File: src/rtl/bootrom_arbiter.sv
// bootrom_arbiter: shares one single-ported boot ROM between iport and dport.
// Define BOOTROM_ARB_RR_EN for round-robin; default is fixed iport priority.
module bootrom_arbiter #(
  parameter int TIMEOUT = 16
) (
  input  logic        clk,
  input  logic        rst,
  input  logic [31:0] iport_address,
  input  logic        iport_valid,
  output logic [31:0] iport_rdata,
  output logic        iport_ready,
  output logic        iport_error,
  input  logic [31:0] dport_address,
  input  logic        dport_valid,
  output logic [31:0] dport_rdata,
  output logic        dport_ready,
  output logic        dport_error,
  output logic [31:0] rom_address,
  output logic        rom_valid,
  input  logic [31:0] rom_rdata,
  input  logic        rom_ready,
  input  logic        rom_error
);

  localparam int CW = (TIMEOUT > 2) ? $clog2(TIMEOUT) : 1;
  localparam logic [CW-1:0] CNT_MAX = CW'(TIMEOUT - 1);

  typedef enum logic [1:0] {
    IDLE,
    BUSY,
    ERR
  } state_t;

  state_t        state, state_n;
  logic          grant, grant_n;
  logic          last, last_n;
  logic [31:0]   addr_q, addr_n;
  logic [CW-1:0] cnt, cnt_n;
  logic          winner;
  logic          busy;
  logic          done;
  logic          fail;

`ifdef BOOTROM_ARB_RR_EN
  // Contended requests go to the port that was not served last.
  assign winner = (iport_valid && dport_valid) ? ~last : dport_valid;
`else
  // iport wins any contention; dport wins only when alone.
  assign winner = ~iport_valid;
`endif

  // State and access registers, synchronous reset.
  always_ff @(posedge clk) begin
    if (rst) begin
      state  <= IDLE;
      grant  <= 1'b0;
      last   <= 1'b1;
      addr_q <= '0;
      cnt    <= '0;
    end else begin
      state  <= state_n;
      grant  <= grant_n;
      last   <= last_n;
      addr_q <= addr_n;
      cnt    <= cnt_n;
    end
  end

  // Next-state: grant in IDLE, exit BUSY on response or timeout.
  always_comb begin
    state_n = state;
    grant_n = grant;
    last_n  = last;
    addr_n  = addr_q;
    cnt_n   = cnt;
    unique case (state)
      IDLE: begin
        if (iport_valid || dport_valid) begin
          grant_n = winner;
          last_n  = winner;
          addr_n  = winner ? dport_address : iport_address;
          cnt_n   = '0;
          state_n = (addr_n[1:0] != 2'b00) ? ERR : BUSY;
        end
      end
      BUSY: begin
        if (rom_ready || rom_error || cnt == CNT_MAX) begin
          state_n = IDLE;
        end else begin
          cnt_n = cnt + CW'(1);
        end
      end
      ERR: begin
        state_n = IDLE;
      end
      default: begin
        state_n = IDLE;
      end
    endcase
  end

  // Outputs decode registered state plus the ROM response only.
  always_comb begin
    busy        = (state == BUSY);
    done        = busy & rom_ready;
    fail        = (state == ERR)
                | (busy & ~rom_ready & (rom_error | (cnt == CNT_MAX)));
    rom_valid   = busy;
    rom_address = addr_q;
    iport_ready = done & ~grant;
    dport_ready = done & grant;
    iport_error = fail & ~grant;
    dport_error = fail & grant;
    iport_rdata = rom_rdata;
    dport_rdata = rom_rdata;
  end

endmodule

File: config.mk
export PLATFORM = sky130hd
export DESIGN_NAME = bootrom_arbiter
export DESIGN_NICKNAME = d
export VERILOG_FILES = /design/src/rtl/bootrom_arbiter.sv
export SDC_FILE = /design/constraint.sdc
export NUM_CORES = 1
export LEC_CHECK = 0
export CORE_MARGIN = 4
export CORE_UTILIZATION = 34
export CTS_CLUSTER_SIZE = 16
export DETAILED_ROUTE_END_ITERATION = 10
export PLACE_DENSITY = 0.86
export SKIP_LAST_GASP = 1
export SYNTH_ARGS = -nofsm -noshare
export SYNTH_HDL_FRONTEND = slang
export SYNTH_SLANG_ARGS = --single-unit
File: constraint.sdc
create_clock -name clk -period 2.15 [get_ports clk]
set_input_delay 0.43 -clock clk [delete_from_list [all_inputs] [get_ports clk]]
set_output_delay 0.43 -clock clk [all_outputs]
set_load 0.02 [all_outputs]
Word level (Yosys, flattened, before mapping):

Cells that the tools add are included.

* word-level logic and storage cells: 40
* latch bits: 0
* bits in registers: 39
* memories kept: 0
* bits in writable memories: 0
* memory bits (read-only): 0

* reduce and logical (&&, ||, !) cells: 9
* shift-type cells: 0
* bitwise gates (word level): 12
* muxes and demuxes: 8
* multiply operators: 0
* div/mod/pow operators: 0
* equal/unequal tests: 6
* $lt $le $gt $ge: 0
* add/subtract/negate cells: 1

Operator list (count)
* 32-bit 2-to-1 mux: 1
* 4-bit 2-to-1 mux: 2
* 4-bit case mux with 2 select lines: 1
* 1-bit AND: 7
* 2-bit 2-to-1 mux: 3
* 4-bit by 1-bit adder with 4-bit output (second input constant): 1
* 4-bit == test (second input constant): 1
* 2-bit inequality test (second input constant): 2
* 2-bit case mux with 2 select lines: 1
* 2-bit AND reduction: 2
* 2-bit nonzero test: 2
* 1-bit logical OR: 3
* 1-bit NOT: 3
* 3-bit AND reduction: 1
* 2-bit by 1-bit == test with 1-bit output (second input constant): 1
* 2-bit == test (second input constant): 1
* 2-bit zero test: 1
* 2-bit by 1-bit inequality test with 1-bit output (second input constant): 1
* 1-bit OR: 2

Longest topological paths before layout:

* depth in word-level cells: 5
* gate-level depth with buffers: 6

Worst setup path before layout:

Ideal clock, no wire load.

* path kind: register to output
* start: register state[0]
* end: output iport_ready
* buffers on the path: 0
* data required time: 1720 ps
* path slack: 465 ps
* arrival: 1255 ps
* cell stages (with the launch flop): 4
* cells stage by stage: dfxtp_1 nor2b_1 nand2_1 nor2_1

* word-level cells in the longest chain between the ends: 3

RTL lines
* from (decl): RTL line 34 `state_t state, state_n;`
* from (signal assigned): RTL line 61 `state <= state_n;`
* 2-bit by 1-bit == test with 1-bit output: RTL line 104 `busy = (state == BUSY);`
* named net rom_valid: RTL line 19 `output logic rom_valid,`
* 1-bit AND: RTL line 105 `done = busy & rom_ready;`
* 1-bit AND: RTL line 110 `iport_ready = done & ~grant;`
* to (decl): RTL line 11 `output logic iport_ready,`

The timed path passes the listed nets, and every way through them passes these cells.

Worst setup path in the final report:

* start: register state[0]
* end: output rom_valid

* word-level cells in the longest chain between the ends: 1

RTL lines (RTL line)
* 2-bit by 1-bit == test with 1-bit output: 104
* to (decl): 19

No other way between the ends.

==> flow_metrics.py <==
metrics = {
    "logic_synthesis": {
        "syn_area_per_cell_um2": 9.02,
        "ys_seq_area_share_pct": 33.4,
        "syn_nets": 362,
        "synth_seq_cells": 39,
        "synth-compound-area-share_pct": 20.8,
        "synthAdderAreaFrac_pct": 0.536,
        "yosys_warnings": 0,
        "synth_top_family_by_area": "buffers and inverters",
        "synth_xor_area_share_pct": 0,
        "ys_types": 28,
        "muxShareOfSynthArea_pct": 14.1,
        "synthCells": 259,
        "yosys.area_share.simple_pct": 7.07,
        "syn_area_um2": 2340,
    },
    "global_route": {
        "grt_max_degree": 30,
        "grt-ovfl-total": 0,
        "grt_usage_pct": 15.0,
        "grt_pass1_vias": 2028,
        "antenna_found_initial": 0,
        "grt_pass1_wl_um": 9930,
    },
    "critical_path": {
        "worstSetupPathType": "reg2out",
        "required_ns": 1.72,
        "path_cells": "nor2b_2, clkdlybuf4s50_1",
        "crit_path_start_kind": "flop",
        "worstPathMaxFanout": 6,
        "max_stage_delay_ns": 0.63,
        "cp_top_family": "buffers and inverters",
        "path_buf_inv": 1,
        "worstPathArrival_ns": 1.55,
        "worstSetupEndpointType": "output pin",
        "slowest_stage": "clkdlybuf4s50_1",
    },
    "place": {
        "place_hpwl_um": 5010,
        "dp.cells": 373,
        "dpl_cell_area_um2": 3060,
        "io_buffers": 106,
        "globalplace.congestion": 0.765,
    },
    "job": {
        "drv_cap": 0,
    },
    "cts": {
        "cts_setup_buffers": 0,
        "htree_levels": 2,
        "cts-hold-fix-buffers": 0,
        "cts_root_buffer": "clkbuf_8",
        "cts_tree": "done",
        "insertion_delay_ns": 0.28,
        "clk_pin_slew_ns": 0.08,
        "numCtsBuffers": 5,
        "ctsLongestPathBuffers": 2,
        "cts_num_sinks": 39,
    },
    "detailed_routing": {
        "vias": 1964,
        "first_iter_violations": 38,
        "via_per_inst": 5.15,
        "drcViolationCount": 0,
        "wl_met1_um": 2220,
        "drtAntennaViolNets": 0,
        "wl_met2_um": 3340,
        "first_pass_iters": 4,
        "routed.top_layer": "met4",
        "wl_met3_um": 580,
        "routed_wirelength_um": 6380,
        "wl_per_cell_um": 16.7,
    },
    "floorplan": {
        "start_util_pct": 36.0,
        "core_um2": 6490,
        "die-area_um2": 8260,
        "die_y_um": 90.9,
        "pin_count": 203,
        "die_w_um": 90.9,
        "rows": 29,
    },
    "cells_and_area": {
        "finalInstanceArea_um2": 3140,
        "layout-drive-gt1-share_pct": 10.5,
        "final_common_cell": "clkdlybuf4s50_1",
        "mostFrequentLayoutCells": "clkdlybuf4s50_1 (101), dfxtp_1 (39), a21oi_1 (34), mux2i_1 (33), a211oi_1 (33)",
        "syn_to_final_growth_pct": 34.4,
        "final_cells": 381,
        "antenna_cells": 0,
        "final_nets": 406,
    },
    "hold_path": {
        "hold_class": "in2reg",
    },
    "timing": {
        "tightest_slew_ns": 0.459,
        "fin_setup_tns_ns": 0,
        "fmax_mhz": 504,
        "fin_crit_ns": 1.98,
        "grt_setup_unrepaired": "no",
        "hold_viol": 0,
        "setup_viol": 0,
        "slew_violations": 0,
        "post-route-period-util_pct": 92.2,
        "slew_headroom_pct": 69.4,
        "finClkSkew_ns": 0.00346,
    },
    "power_and_ir_drop": {
        "peakVddDrop_mv": 0.343,
        "power.leakage_nw": 1.22,
        "power.total_mw": 1.97,
        "pwr_density_cell_nw_per_um2": 628,
    },
    "outcome": {
        "outcome": "finished clean",
    },
}
## kinds of logic (layout without fill, tap and decap cells)
| kind of cell | Yosys count | in the layout |
|---|---|---|
| flops | 39 | 39 |
| fa+ha+maj | 1 | 1 |
| buf+inv | 82 | 127 |
| compound gates | 77 | 77 |
| simple gates | 27 | 27 |
| mux | 33 | 33 |
## what timing repair did
item,in CTS,in global routing
resized for setup,5,6
hold endpoints to repair,0,0
endpoints found under the setup margin,4,2
## layer usage
metal | track usage, % | vias to the layer above
li1 | - | 963
met3 | 5.67 | 30
met2 | 28.6 | 86
met4 | 7.16 | 0
met1 | 13.8 | 885
met5 | 0 | -
## sequential cells by signal (all words and copies together) (netlist names)
name         flops
cnt              4
grant            1
rom_address     32
state            2
## per-stage QoR
stage | hold slack [ns] | setup WS (ns) | util (%)
6_report | 0.396 | 0.167 | 48.3
5_1_grt | 0.393 | 0.0613 | 48.3
4_1_cts | 0.382 | -0.0253 | 48.3
3_5_place_dp | 0.509 | -0.293 | 47.0
3_3_place_gp | 0.482 | -0.208 | 47.0
2_1_floorplan | 0.465 | 0.465 | -
## synth_stat cells
library cell	instances	area share (%)
nand2_1	2	0.32
nor3b_1	2	0.64
or2_2	2	0.54
or3b_4	1	0.48
buf_4	64	21
dfxtp_1	39	33
o211ai_1	1	0.32
nand4b_1	1	0.38
buf_2	10	2.1
mux2i_1	33	14
a31oi_1	3	0.80
ha_1	1	0.54
a21oi_1	35	7.5
a211oi_1	33	11
nor4b_1	1	0.38
nor2_1	5	0.80
or4_1	2	0.64
o221ai_1	2	0.75
o22ai_1	1	0.27
a31o_2	1	0.38
nand3_1	2	0.43
clkbuf_1	8	1.3
o21ai_0	1	0.21
nor2b_1	3	0.80
nor3_1	1	0.21
nand2b_1	2	0.54
and3_1	1	0.27
nand3b_1	2	0.64
## where the power goes
group	internal, mW	switching [mW]
Combinational	0.347	0.303
Sequential	0.797	0.0425
Clock	0.227	0.253
## area by class of cell
cell class | instances | area [um2]
Timing Repair Buffer | 119 | 1170
Sequential cell | 39 | 781
Multi-Input combinational cell | 138 | 1010
Clock inverter | 2 | 12.5
Tap cell | 77 | 96.3
Clock buffer | 6 | 72.6
Fill cell | 622 | 3360
## worst paths after layout
check                               startpoint                      endpoint  slack (ns)  cells past startpoint
setup / recovery         state[0]$_SDFFE_PP0P_                     rom_valid        0.17                      2
hold / removal                     iport_valid            grant$_SDFFE_PP0P_        0.40                      2
setup reg to reg           cnt[0]$_SDFFE_PP0P_           cnt[0]$_SDFFE_PP0P_        0.53                      5
hold reg to reg   rom_address[15]$_SDFFE_PP0P_  rom_address[15]$_SDFFE_PP0P_        0.52                      2
## worst register-to-register path, delay by kind of cell, from the launching register on
kind	cells	cell delay [ns]
flip-flops	1	0.34
AO/OA/AOI/OAI	2	0.36
buffers and inverters	1	0.15
adder cells (fa/ha/maj)	1	0.25
AND/OR/NAND/NOR	1	0.45
Note: power is estimated with default switching activity, not from simulation.
